<file path="config.mk">
export PLATFORM = sky130hd
export DESIGN_NAME = pulse_pacer_flat
export DESIGN_NICKNAME = d
export VERILOG_FILES = /design/src/rtl/pulse_pacer_if.sv /design/src/rtl/pulse_pacer.sv /design/src/flat_wrapper.sv
export SDC_FILE = /design/constraint.sdc
export NUM_CORES = 1
export LEC_CHECK = 0
export ABC_CLOCK_PERIOD_IN_PS = 2600
export BUFFER_PORTS_ARGS = -buffer_cell sky130_fd_sc_hd__buf_2
export CORE_MARGIN = 5
export CORE_UTILIZATION = 45
export CTS_CLUSTER_SIZE = 12
export DETAILED_ROUTE_END_ITERATION = 16
export PLACE_DENSITY = 0.66
export SLEW_MARGIN = 20
export SYNTH_ARGS = -nofsm -noshare
export SYNTH_HDL_FRONTEND = slang
export SYNTH_SLANG_ARGS = --single-unit
</file>
<file path="constraint.sdc">
create_clock -name clk -period 2.6 [get_ports clk]
set_input_delay 0.13 -clock clk [delete_from_list [all_inputs] [get_ports clk]]
set_output_delay 0.13 -clock clk [all_outputs]
set_load 0.05 [all_outputs]
</file>
<file path="src/rtl/pulse_pacer_if.sv">
// Event-side bundle of the pulse pacer: event/clear requests in, paced pulse and status out.
// The pacer uses the slave view; whatever produces events uses the master view.
interface pulse_pacer_if #(
    parameter int CNT_W = 4
);
    logic             ev_in;
    logic             ovf_clr;
    logic             pulse_out;
    logic [CNT_W-1:0] pending;
    logic             busy;
    logic             ovf;

    modport master (
        output ev_in, ovf_clr,
        input  pulse_out, pending, busy, ovf
    );

    modport slave (
        input  ev_in, ovf_clr,
        output pulse_out, pending, busy, ovf
    );
endinterface

</file>
<file path="src/rtl/pulse_pacer.sv">
// Queues single-cycle events as a saturating count and re-emits them as pulses
// separated by GAP idle cycles, ahead of a 1-bit pulse handshake synchronizer.
module pulse_pacer #(
    parameter int GAP   = 8,
    parameter int CNT_W = 4
) (
    input  logic         clk,
    input  logic         rst,
    pulse_pacer_if.slave bus
);
    localparam logic [0:0]       ST_IDLE  = 1'b0;
    localparam logic [0:0]       ST_GAP   = 1'b1;
    localparam logic [CNT_W-1:0] CNT_MAX  = '1;
    localparam logic [7:0]       GAP_LOAD = 8'(GAP - 1);

    logic [0:0]       state;
    logic [7:0]       gap_cnt;
    logic [CNT_W-1:0] pending_q;
    logic             pulse_q;
    logic             ovf_q;

    logic             issue;
    logic             drop;
    logic             accept;
    logic [CNT_W-1:0] pending_nxt;

    // An issue frees a slot in the same edge, so a full queue only drops when nothing leaves.
    always_comb begin
        issue       = (state == ST_IDLE) && ((pending_q != '0) || bus.ev_in);
        drop        = bus.ev_in && (pending_q == CNT_MAX) && !issue;
        accept      = bus.ev_in && !drop;
        pending_nxt = pending_q + CNT_W'(accept) - CNT_W'(issue);
    end

    // NOTE: state registers use non-blocking assignments so every register samples
    // the pre-edge values; blocking here would chain updates within one edge.
    always_ff @(posedge clk) begin
        if (rst) begin
            state     <= ST_IDLE;
            gap_cnt   <= '0;
            pending_q <= '0;
            pulse_q   <= 1'b0;
            ovf_q     <= 1'b0;
        end else begin
            pending_q <= pending_nxt;

            if (drop) begin
                ovf_q <= 1'b1;
            end else if (bus.ovf_clr) begin
                ovf_q <= 1'b0;
            end

            case (state)
                ST_IDLE: begin
                    pulse_q <= issue;
                    if (issue) begin
                        state   <= ST_GAP;
                        gap_cnt <= GAP_LOAD;
                    end
                end
                default: begin
                    pulse_q <= 1'b0;
                    if (gap_cnt != '0) begin
                        gap_cnt <= gap_cnt - 8'd1;
                    end else begin
                        state <= ST_IDLE;
                    end
                end
            endcase
        end
    end

    assign bus.pulse_out = pulse_q;
    assign bus.pending   = pending_q;
    assign bus.ovf       = ovf_q;
    // Derived from registers only, so ev_in never reaches busy combinationally.
    assign bus.busy      = (state != ST_IDLE) || (pending_q != '0);
endmodule

</file>
<file path="src/flat_wrapper.sv">
// flat-port wrapper written by rule: the top's interface ports become plain ports
module pulse_pacer_flat 
#(
    parameter int GAP   = 8,
    parameter int CNT_W = 4
)
  (clk, rst, bus_ev_in, bus_ovf_clr, bus_pulse_out, bus_pending, bus_busy, bus_ovf);
  pulse_pacer_if #(.CNT_W(CNT_W)) bus_i ();
  input  logic clk;
  input  logic rst;
  input wire logic [$bits(bus_i.ev_in)-1:0] bus_ev_in;
  input wire logic [$bits(bus_i.ovf_clr)-1:0] bus_ovf_clr;
  output wire logic [$bits(bus_i.pulse_out)-1:0] bus_pulse_out;
  output wire logic [$bits(bus_i.pending)-1:0] bus_pending;
  output wire logic [$bits(bus_i.busy)-1:0] bus_busy;
  output wire logic [$bits(bus_i.ovf)-1:0] bus_ovf;
  assign bus_i.ev_in = bus_ev_in;
  assign bus_i.ovf_clr = bus_ovf_clr;
  assign bus_pulse_out = bus_i.pulse_out;
  assign bus_pending = bus_i.pending;
  assign bus_busy = bus_i.busy;
  assign bus_ovf = bus_i.ovf;
  pulse_pacer #(.GAP(GAP), .CNT_W(CNT_W)) u_core (.clk(clk), .rst(rst), .bus(bus_i));
endmodule
</file>
==> results of run 1 <==
## state kept, by name, indices dropped and copies added, names as in the netlist
signal,cells
u_core.bus.pulse_out,1
u_core.bus.ovf,1
u_core.gap_cnt,8
u_core.state,1
u_core.bus.pending,4
## tightest hold or removal path: stages
cell and delay (ns):
buf_2 0.07, nand2b_1 0.08, a21oi_1 0.06
## cell type report
cell class	instances	area share, %
timing repair buffer	12	6.92
inverter	11	4.39
sequential	15	32.2
tap	25	3.33
multi-input combinational	63	50.3
clock buffer	4	2.80
## cells by family (layout without fill, tap and decap cells)
group | after synthesis | after routing | share of synthesized area (%)
compound gates | 20 | 20 | 16.0
xor+xnor | 2 | 2 | 2.17
fa+ha+maj | 9 | 9 | 14.9
buf+inv | 13 | 27 | 6.98
flops | 15 | 15 | 37.2
simple gates | 32 | 32 | 22.8
## metrics by stage
stage	cell area (sq um)	setup WS, ns
floorplan	807	0.0200
global placement	881	0.0927
detailed placement	881	0.0423
CTS	907	0.00696
global route	940	-0.0507
finish	940	0.0972
## cells in the final DEF (no fill, tap or decap), types with 2 or more instances in the layout
cell type	n
a211oi_1	2
a21o_1	3
a21oi_1	8
buf_2	10
buf_4	2
clkbuf_4	3
dfxtp_1	13
dfxtp_2	2
ha_1	6
inv_1	9
inv_2	2
nand2_1	4
nand3_1	2
nor2_1	7
nor3_1	2
nor4_1	2
o21ai_0	2
or3_1	4
## final timing paths
check                                   start                          endpoint  slack [ns]  depth (start not counted)
max          u_core.bus.pending[2]$_SDFF_PP0_  u_core.bus.pending[2]$_SDFF_PP0_         0.1                         12
min                               bus_ovf_clr       u_core.bus.ovf$_SDFFE_PP0P_        0.10                          3
max reg2reg  u_core.bus.pending[2]$_SDFF_PP0_  u_core.bus.pending[2]$_SDFF_PP0_         0.1                         12
min reg2reg       u_core.bus.ovf$_SDFFE_PP0P_       u_core.bus.ovf$_SDFFE_PP0P_        0.48                          2
## per-layer routing
layer	GRT usage, %	vias to the layer above	wire length (um)
li1	-	349	-
met1	16.1	316	757
met2	19.8	19	754
met3	4.56	2	95
met4	5.11	0	17
met5	0	-	0
## power by group through the flow
stage | logic, mW | registers [mW] | clock network (mW)
2_1_floorplan | 0.449 | 0.462 | 0
3_3_place_gp | 0.657 | 0.366 | 0
3_5_place_dp | 0.669 | 0.369 | 0
4_1_cts | 0.673 | 0.364 | 0.135
5_1_grt | 0.801 | 0.378 | 0.144
6_report | 0.715 | 0.369 | 0.129
## repair_timing
action                                  4_1_cts  5_1_grt
buffers inserted                              0        1
endpoints found under the setup margin        0        3
hold endpoints to repair                      0        0
gates resized for setup                       0        9
==> impl_metrics.py, run 1 <==
metrics = {
    "worst_setup_path": {
        "worst-path-buf-inv": 4,
        "critical-path-slowest-cell": "or4b_4",
        "timing.critical_path.cells": "inv_2 > ha_4 > or4b_4 > nand2_4 > inv_1 > ha_1 > inv_1 > ha_2 > inv_1 > fa_1 > xor2_1 > nor2_1",
        "crit_path_max_fanout": 3,
        "startpoint_type": "register",
        "critical_path_data_arrival_time_ns": 2.71,
        "critical_path_end_type": "register",
        "cp_top_family": "adder cells",
        "critical_path_class": "register to register",
        "cp_data_required_time_ns": 2.81,
        "critical-path-top-cell-by-count": "inv_1",
        "critPathMaxStageDelay_ns": 0.50,
    },
    "finish": {
        "area_of_the_multi_input_gates_sq_um": 473,
        "antennaDiodeCount": 0,
        "fill_cells": 171,
        "stdcell_count": 130,
        "area_delta_synth_final_pct": 16.4,
        "fin_util_pct": 55.0,
        "fin_nets": 119,
        "regArea_sq_um": 303,
        "final_layout_size_suffix_gt1_share_pct": 21.9,
    },
    "yosys": {
        "synth_top_cells_by_area": "dfxtp_1 (37%), ha_1 (12%), inv_1 (5.1%)",
        "synth.yosys.seq_area_share_pct": 37.2,
        "yosys.cell_types.count": 33,
        "synthTopCellsByCount": "dfxtp_1 (15), inv_1 (11), a21oi_1 (8), ha_1 (8), nor2_1 (7)",
        "yosysTopAreaCell": "dfxtp_1",
        "synthMostInstantiatedCell": "dfxtp_1",
        "syn_area_sq_um": 807,
        "async_flop_share_pct": 0,
        "synth-edff-count": 0,
        "synth_top_area_share_pct": 37.2,
        "synthesis.instances": 91,
        "synth-main-ff-cell": "dfxtp_1",
        "postSynthNetCount": 104,
        "ys.warnings.count": 0,
        "post_synth.cell_area_avg_sq_um": 8.87,
        "synth_seq_cells": 15,
    },
    "place": {
        "routability_congestion": 0.785,
        "placedCellCount": 125,
        "port-buffer-count": 10,
        "detailed_place_hpwl_um": 1180,
    },
    "routing": {
        "drc": 0,
        "post_drt_wl_per_cell_um": 12.5,
        "ant_nets": 0,
        "drtIter0Drc": 19,
        "routed_wl_um": 1630,
        "post_drt_via_cell_ratio": 5.28,
        "num_vias": 686,
        "drt_first_pass_iters": 5,
    },
    "power": {
        "power.density_cell_area_nw_per_um2": 1290,
        "ir_drop_worst_case_vdd_uv": 661,
        "totalPowerFinal_mw": 1.21,
        "internal_power_mw": 0.645,
        "power.combinational.fraction_pct": 59.0,
        "seqPwrFrac_pct": 30.4,
        "power_switching_mw": 0.568,
        "clock_share_of_power_pct": 10.6,
        "power.leakage_nw": 0.412,
        "power_switching_share_pct": 46.8,
    },
    "clock_network": {
        "numCtsBuffers": 3,
        "cts_sinks": 15,
        "clock_tree.htree_level_count": 1,
        "clock_tree.root_cell": "clkbuf_4",
        "clk_lat_worst_skew_ns": 0.28,
        "path_clk_slew_ns": 0.08,
        "maximum_buffer_depth_of_the_clock_tree": 2,
        "cts_tree": "built",
        "holdBufCountCts": 0,
    },
    "timing": {
        "min_period_over_period_pct": 96.3,
        "final_hold_viol_count": 0,
        "max_slew_margin_pct": 55.5,
        "post_route_worst_hold_slack_ns": 0.104,
        "fin_setup_tns_ns": 0,
        "fin_crit_ns": 2.50,
        "worst-slew-pin-transition_ns": 0.662,
        "achievable-frequency_ghz": 0.400,
        "maxSlewViolCount": 0,
        "setup_viol_count_final": 0,
        "finalClockSkew_ns": 0.00102,
    },
    "grt": {
        "antenna_found_initial": 0,
        "grtUsageTotal_pct": 12.9,
        "grt_max_degree": 14,
        "grt_first_pass_wirelength_um": 2620,
        "vias_in_the_first_global_route": 617,
        "globalRouteOverflowTotal": 0,
    },
    "die": {
        "design.portCount": 11,
        "floorplan.core_area_sq_um": 1710,
        "floorplan.die_area_sq_um": 2740,
        "fp.dieW_um": 52.4,
        "fp-row-count": 15,
        "die_height_um": 52.4,
        "initial_utilization_pct": 47.3,
    },
    "hold_path": {
        "min-delay-path-class": "input pin to register",
    },
    "outcome": {
        "outcome": "finished clean",
    },
    "run": {
        "maxCapViolations": 0,
    },
}
Power figures use the tool's default switching activity.
==> inputs of run 2 (changes only) <==
- ABC_AREA: default -> 1
==> run 2 against run 1 <==
- core utilization shrank 0.98 points
- setup slack gained 0.34 ns
- sequential cell count is the same
- synthesized cell count grew 32%
- critical path type unchanged
==> impl_metrics.py, run 2 <==
metrics = {
    "outcome": {
        "outcome": "finished clean",
    },
    "grt": {
        "grt_first_pass_wirelength_um": 3020,
        "grt_max_degree": 13,
        "globalRouteOverflowTotal": 0,
        "grtUsageTotal_pct": 14.4,
        "antenna_found_initial": 0,
        "vias_in_the_first_global_route": 712,
    },
    "worst_setup_path": {
        "cp_data_required_time_ns": 2.77,
        "worst_r2r_endpoint": "u_core.bus.pending[2]$_SDFF_PP0_",
        "critical_path.reg2reg.startpoint": "u_core.bus.pending[2]$_SDFF_PP0_",
        "worstSetupStartpoint": "u_core.bus.pending[2]$_SDFF_PP0_",
        "startpoint_type": "register",
        "critical_path_data_arrival_time_ns": 2.33,
        "r2r.worst_path.cells": 12,
        "critical_path_end_type": "register",
        "reg2reg_slack_ns": 0.44,
        "crit_path_max_fanout": 9,
        "critical_path_class": "register to register",
    },
    "routing": {
        "ant_nets": 0,
        "routed_wl_um": 1700,
        "post_drt_wl_per_cell_um": 10.8,
        "post_drt_via_cell_ratio": 4.83,
        "drc": 0,
        "num_vias": 759,
        "drtIter0Drc": 24,
        "drt_first_pass_iters": 4,
    },
    "finish": {
        "mostFrequentLayoutCell": "nor2_1",
        "antennaDiodeCount": 0,
        "final_layout_size_suffix_gt1_share_pct": 15.2,
        "fin_nets": 146,
        "flip_flop_count_of_the_largest_register_all_copies_and_words_added": 8,
        "largest-register": "u_core.gap_cnt",
        "area_delta_synth_final_pct": 10.8,
        "finish.instance_area_sq_um": 953,
        "most-common-layout-cells": "nor2_1 (20), inv_1 (18), nand2_1 (17)",
    },
    "timing": {
        "maxSlewViolCount": 0,
        "grt_setup_unrepaired": "no",
        "max_slew_margin_pct": 70.2,
        "worst-slew-pin-transition_ns": 0.448,
        "fin_setup_tns_ns": 0,
        "timing.final.ws_setup_ns": 0.439,
        "final_hold_viol_count": 0,
        "setup_viol_count_final": 0,
        "finalClockSkew_ns": 0.000650,
        "achievable-frequency_ghz": 0.463,
        "min_period_over_period_pct": 83.1,
        "fin_crit_ns": 2.16,
    },
    "clock_network": {
        "maximum_buffer_depth_of_the_clock_tree": 2,
        "holdBufCountCts": 0,
        "clock_tree.root_cell": "clkbuf_4",
        "path_clk_slew_ns": 0.09,
        "clock_tree.htree_level_count": 1,
        "cts_sinks": 15,
        "numCtsBuffers": 3,
        "cts_tree": "built",
        "postCtsSetupBuffers": 0,
        "clk_lat_worst_skew_ns": 0.28,
        "cts-resized-gates": 0,
    },
    "power": {
        "clock_share_of_power_pct": 10.7,
        "internal_power_mw": 0.608,
        "power.density_cell_area_nw_per_um2": 1310,
        "seqPwrFrac_pct": 29.2,
        "power.combinational.fraction_pct": 60.2,
        "power_switching_mw": 0.638,
        "power_switching_share_pct": 51.2,
        "power.leakage_nw": 0.458,
        "totalPowerFinal_mw": 1.25,
        "ir_drop_worst_case_vdd_uv": 818,
    },
    "yosys": {
        "synthTopCellsByCount": "nor2_1 (20), inv_1 (18), nand2_1 (17), dfxtp_1 (15), nand3_1 (10)",
        "synthMostInstantiatedCell": "nor2_1",
        "yosysTopAreaCell": "dfxtp_1",
        "post_synth.cell_area_avg_sq_um": 7.17,
        "synth_top_cells_by_area": "dfxtp_1 (35%), ha_1 (12%), nor2_1 (8.7%)",
        "synth-edff-count": 0,
        "postSynthNetCount": 133,
        "synth-main-ff-cell": "dfxtp_1",
        "synth_seq_cells": 15,
        "async_flop_share_pct": 0,
        "synth_top_area_share_pct": 34.9,
        "yosys.cell_types.count": 21,
        "syn_area_sq_um": 861,
        "synth.yosys.seq_area_share_pct": 34.9,
        "synthesis.instances": 120,
        "ys.warnings.count": 0,
    },
    "place": {
        "dp_area_sq_um": 927,
        "routability_congestion": 0.809,
        "detailed_place_hpwl_um": 1310,
        "port-buffer-count": 10,
        "dp_slack_ns": 0.456,
    },
    "hold_path": {
        "min-delay-start": "bus_ovf_clr",
        "min-delay-path-class": "input pin to register",
        "hold_depth": 4,
        "worst_hold_path.endpoint": "u_core.bus.ovf$_SDFFE_PP0P_",
    },
    "die": {
        "design.portCount": 11,
        "initial_utilization_pct": 48.8,
        "floorplan.core_area_sq_um": 1760,
        "fp.dieW_um": 53.7,
        "floorplan.die_area_sq_um": 2890,
        "die_height_um": 53.7,
        "fp-row-count": 15,
    },
    "run": {
        "maxCapViolations": 0,
    },
}
run 2: cell types whose count changed in the layout (fill, tap and decap cells not counted), moves of 3 or more:
cell	previous run	this run
or3_1	4	0
nand3_1	2	10
inv_1	9	18
nor2_1	7	20
a21o_1	3	0
nor2_2	0	3
nand2_1	4	17
o21ai_1	0	4
run 2: through the flow:
step                      util (%)  std cells  hold slack, ns
after floorplan                  -        120           0.281
after global placement        52.6        153           0.429
after detailed placement      52.6        153           0.445
after CTS                     54.0        157           0.160
after global routing          54.0        157           0.183
final                         54.0        157           0.161
run 2: how the worst max path moves through the flow:
stage / slack (ns) / to
detailed placement: 0.46 / u_core.bus.pending[2]$_SDFF_PP0_
finish: 0.44 / u_core.bus.pending[2]$_SDFF_PP0_
CTS: 0.43 / u_core.bus.pending[2]$_SDFF_PP0_
floorplan: 0.22 / u_core.bus.pending[2]$_SDFF_PP0_
global route: 0.29 / u_core.bus.pending[2]$_SDFF_PP0_
global placement: 0.52 / u_core.bus.pending[2]$_SDFF_PP0_
run 2: layout make-up:
class	count	area, sq um
Clock buffer	4	26.3
Fill cell	188	811
Inverter	20	75.1
Multi-Input combinational cell	83	470
Sequential cell	15	300
Tap cell	25	31.3
Timing Repair Buffer	10	50.0
run 2: power groups by stage:
stage          Combinational, mW  Sequential, mW  Clock [mW]
6_report                   0.750           0.364       0.133
5_1_grt                    0.846           0.374       0.149
4_1_cts                    0.753           0.364       0.138
3_5_place_dp               0.749           0.368           0
3_3_place_gp               0.735           0.368           0
2_1_floorplan              0.519           0.461           0
run 2: critical path, stage by stage (launching register included):
cell,delay (ns)
dfxtp_1,0.33
inv_1,0.08
ha_1,0.17
nand4_1,0.12
nand2_2,0.17
inv_1,0.08
ha_1,0.27
inv_1,0.05
ha_1,0.16
inv_1,0.05
fa_1,0.37
xor2_1,0.14
nor2_1,0.05
run 2: layer usage:
layer | global-route usage (%) | wire length [um] | vias up
li1 | - | - | 402
met1 | 18.9 | 806 | 330
met2 | 21.6 | 764 | 23
met3 | 3.60 | 103 | 4
met4 | 7.66 | 26 | 0
met5 | 0 | 0 | -
run 2: kinds of logic (layout without fill, tap and decap cells):
family	count (synthesis)	in the layout	synth area share [%]
xor gates and xnor gates	2	2	2.04
adders and majority gates	9	9	14.0
buffers and inverters	22	34	10.5
and+or+nand+nor	59	59	30.7
DFF	15	15	34.9
AOI/OAI and AO/OA	13	13	7.99
==> inputs of run 3 (changes only) <==
- ABC_CLOCK_PERIOD_IN_PS: 2600 -> 1930
- PLACE_DENSITY: 0.66 -> 0.68
- clock period: 2.6 -> 1.93 ns (I/O delays scaled with it)
==> run 3 against run 2 <==
- hold slack worse by 0.061 ns
- wire length fell by 2.6%
- highest routed layer unchanged
- largest cell class unchanged
- register-to-register slack lost 0.36 ns
==> impl_metrics.py, run 3 (synthesis results as in run 2) <==
metrics = {
    "die": {
        "design.portCount": 11,
        "fp.dieW_um": 53.7,
        "floorplan.core_area_sq_um": 1760,
        "die_height_um": 53.7,
        "initial_utilization_pct": 48.8,
        "fp-row-count": 15,
        "floorplan.die_area_sq_um": 2890,
    },
    "routing": {
        "num_vias": 766,
        "routed_wl_um": 1660,
        "post_drt_via_cell_ratio": 4.79,
        "drtIter0Drc": 9,
        "ant_nets": 0,
        "post_drt_wl_per_cell_um": 10.3,
        "drt_first_pass_iters": 4,
        "drc": 0,
    },
    "power": {
        "power.density_cell_area_nw_per_um2": 1780,
        "ir_drop_worst_case_vdd_uv": 1130,
        "totalPowerFinal_mw": 1.85,
        "power.leakage_nw": 0.473,
    },
    "worst_setup_path": {
        "cp_top_family": "adder cells",
        "critical-path-top-cell-by-count": "ha_4",
        "critical_path_end_type": "register",
        "crit_path_max_fanout": 3,
        "cp_data_required_time_ns": 2.11,
        "critPathMaxStageDelay_ns": 0.51,
        "startpoint_type": "register",
        "critical_path_data_arrival_time_ns": 2.03,
        "critical-path-slowest-cell": "fa_2",
        "worstSetupStartpoint": "u_core.bus.pending[2]$_SDFF_PP0_",
        "timing.critical_path.cells": "inv_4 > ha_4 > nand4_1 > nand2_2 > inv_2 > ha_4 > inv_4 > ha_4 > inv_2 > fa_2 > nor2_1",
        "critical_path.reg2reg.startpoint": "u_core.bus.pending[2]$_SDFF_PP0_",
        "critical_path_class": "register to register",
        "worst-path-buf-inv": 4,
    },
    "grt": {
        "globalRouteOverflowTotal": 0,
        "grt_max_degree": 13,
        "grt_first_pass_wirelength_um": 2960,
        "antenna_found_initial": 0,
        "grtUsageTotal_pct": 14.5,
        "vias_in_the_first_global_route": 716,
    },
    "clock_network": {
        "clock_tree.root_cell": "clkbuf_4",
        "maximum_buffer_depth_of_the_clock_tree": 2,
        "numCtsBuffers": 3,
        "path_clk_slew_ns": 0.09,
        "cts_sinks": 15,
        "clock_tree.htree_level_count": 1,
        "postCtsSetupBuffers": 0,
        "clk_lat_worst_skew_ns": 0.29,
        "cts_tree": "built",
        "holdBufCountCts": 0,
        "cts-resized-gates": 0,
    },
    "timing": {
        "setup_viol_count_final": 0,
        "post_route_worst_hold_slack_ns": 0.0992,
        "timing.final.ws_setup_ns": 0.0767,
        "fin_crit_ns": 1.85,
        "min_period_over_period_pct": 96.0,
        "maxSlewViolCount": 0,
        "finalClockSkew_ns": 0.00106,
        "grt_setup_unrepaired": "no",
        "max_slew_margin_pct": 80.7,
        "achievable-frequency_ghz": 0.540,
        "final_hold_viol_count": 0,
        "worst-slew-pin-transition_ns": 0.289,
    },
    "place": {
        "routability_congestion": 0.806,
        "dp_slack_ns": 0.0703,
        "port-buffer-count": 10,
        "detailed_place_hpwl_um": 1260,
        "placedCellCount": 156,
    },
    "finish": {
        "mostFrequentLayoutCell": "nor2_1",
        "fill_cells": 186,
        "largest-register": "u_core.gap_cnt",
        "area_delta_synth_final_pct": 20.9,
        "fin_nets": 149,
        "stdcell_count": 160,
        "most-common-layout-cells": "nor2_1 (20), nand2_1 (17), inv_1 (13)",
        "flip_flop_count_of_the_largest_register_all_copies_and_words_added": 8,
        "fin_util_pct": 59.0,
        "antennaDiodeCount": 0,
        "final_layout_size_suffix_gt1_share_pct": 27.4,
    },
    "outcome": {
        "outcome": "finished clean",
    },
    "run": {
        "maxCapViolations": 0,
    },
    "hold_path": {
        "min-delay-start": "bus_ovf_clr",
        "min-delay-path-class": "input pin to register",
    },
}
-- run 3: cell types whose count changed in the layout (fill, tap and decap cells not counted), moves of 2 or more --
cell     previous run  this run
inv_4               0         2
dfxtp_4             0         4
ha_1                8         5
inv_1              18        13
inv_2               0         3
dfxtp_1            15        11
ha_4                0         3
buf_4               0         3
-- run 3: routing by layer --
layer	share of wire, %	GRT usage, %	vias to the layer above	wire [um]
met5	0	0	-	0
met4	2.2	10.2	0	36
met3	4.7	4.16	4	77
met2	43	22.0	15	716
met1	50	17.5	337	824
li1	-	-	410	-
-- run 3: cell type report --
type	count	area (sq um)	area share, %
Multi-Input combinational cell	83	515	49.5
Sequential cell	15	315	30.3
Inverter	20	80.1	7.69
Timing Repair Buffer	13	72.6	6.97
Tap cell	25	31.3	3.00
Clock buffer	4	26.3	2.52
-- run 3: worst paths after layout --
| path | to | slack (ns) | cells after the start |
|---|---|---|---|
| max | u_core.bus.pending[1]$_SDFF_PP0_ | 0.08 | 11 |
| min reg2reg | u_core.bus.ovf$_SDFFE_PP0P_ | 0.49 | 2 |
| min | u_core.bus.ovf$_SDFFE_PP0P_ | 0.1 | 4 |
| max reg2reg | u_core.bus.pending[1]$_SDFF_PP0_ | 0.08 | 11 |
-- run 3: worst register-to-register path, cell delays in order (launching register included) --
cell,delay [ns]
dfxtp_4,0.36
inv_4,0.06
ha_4,0.13
nand4_1,0.09
nand2_2,0.09
inv_2,0.05
ha_4,0.21
inv_4,0.05
ha_4,0.13
inv_2,0.03
fa_2,0.51
nor2_1,0.04
-- run 3: per-stage QoR --
step	TNS (ns)	area, sq um
after floorplan	-0.0814	918
after global placement	0	1010
after detailed placement	0	1010
after CTS	0	1030
after global routing	0	1040
final	0	1040
-- run 3: power by group --
group          total [mW]  leakage (nW)  internal, mW  switching, mW
Sequential          0.514         0.126         0.429         0.0853
Combinational        1.15         0.332         0.430          0.720
Clock               0.186        0.0150        0.0804          0.105
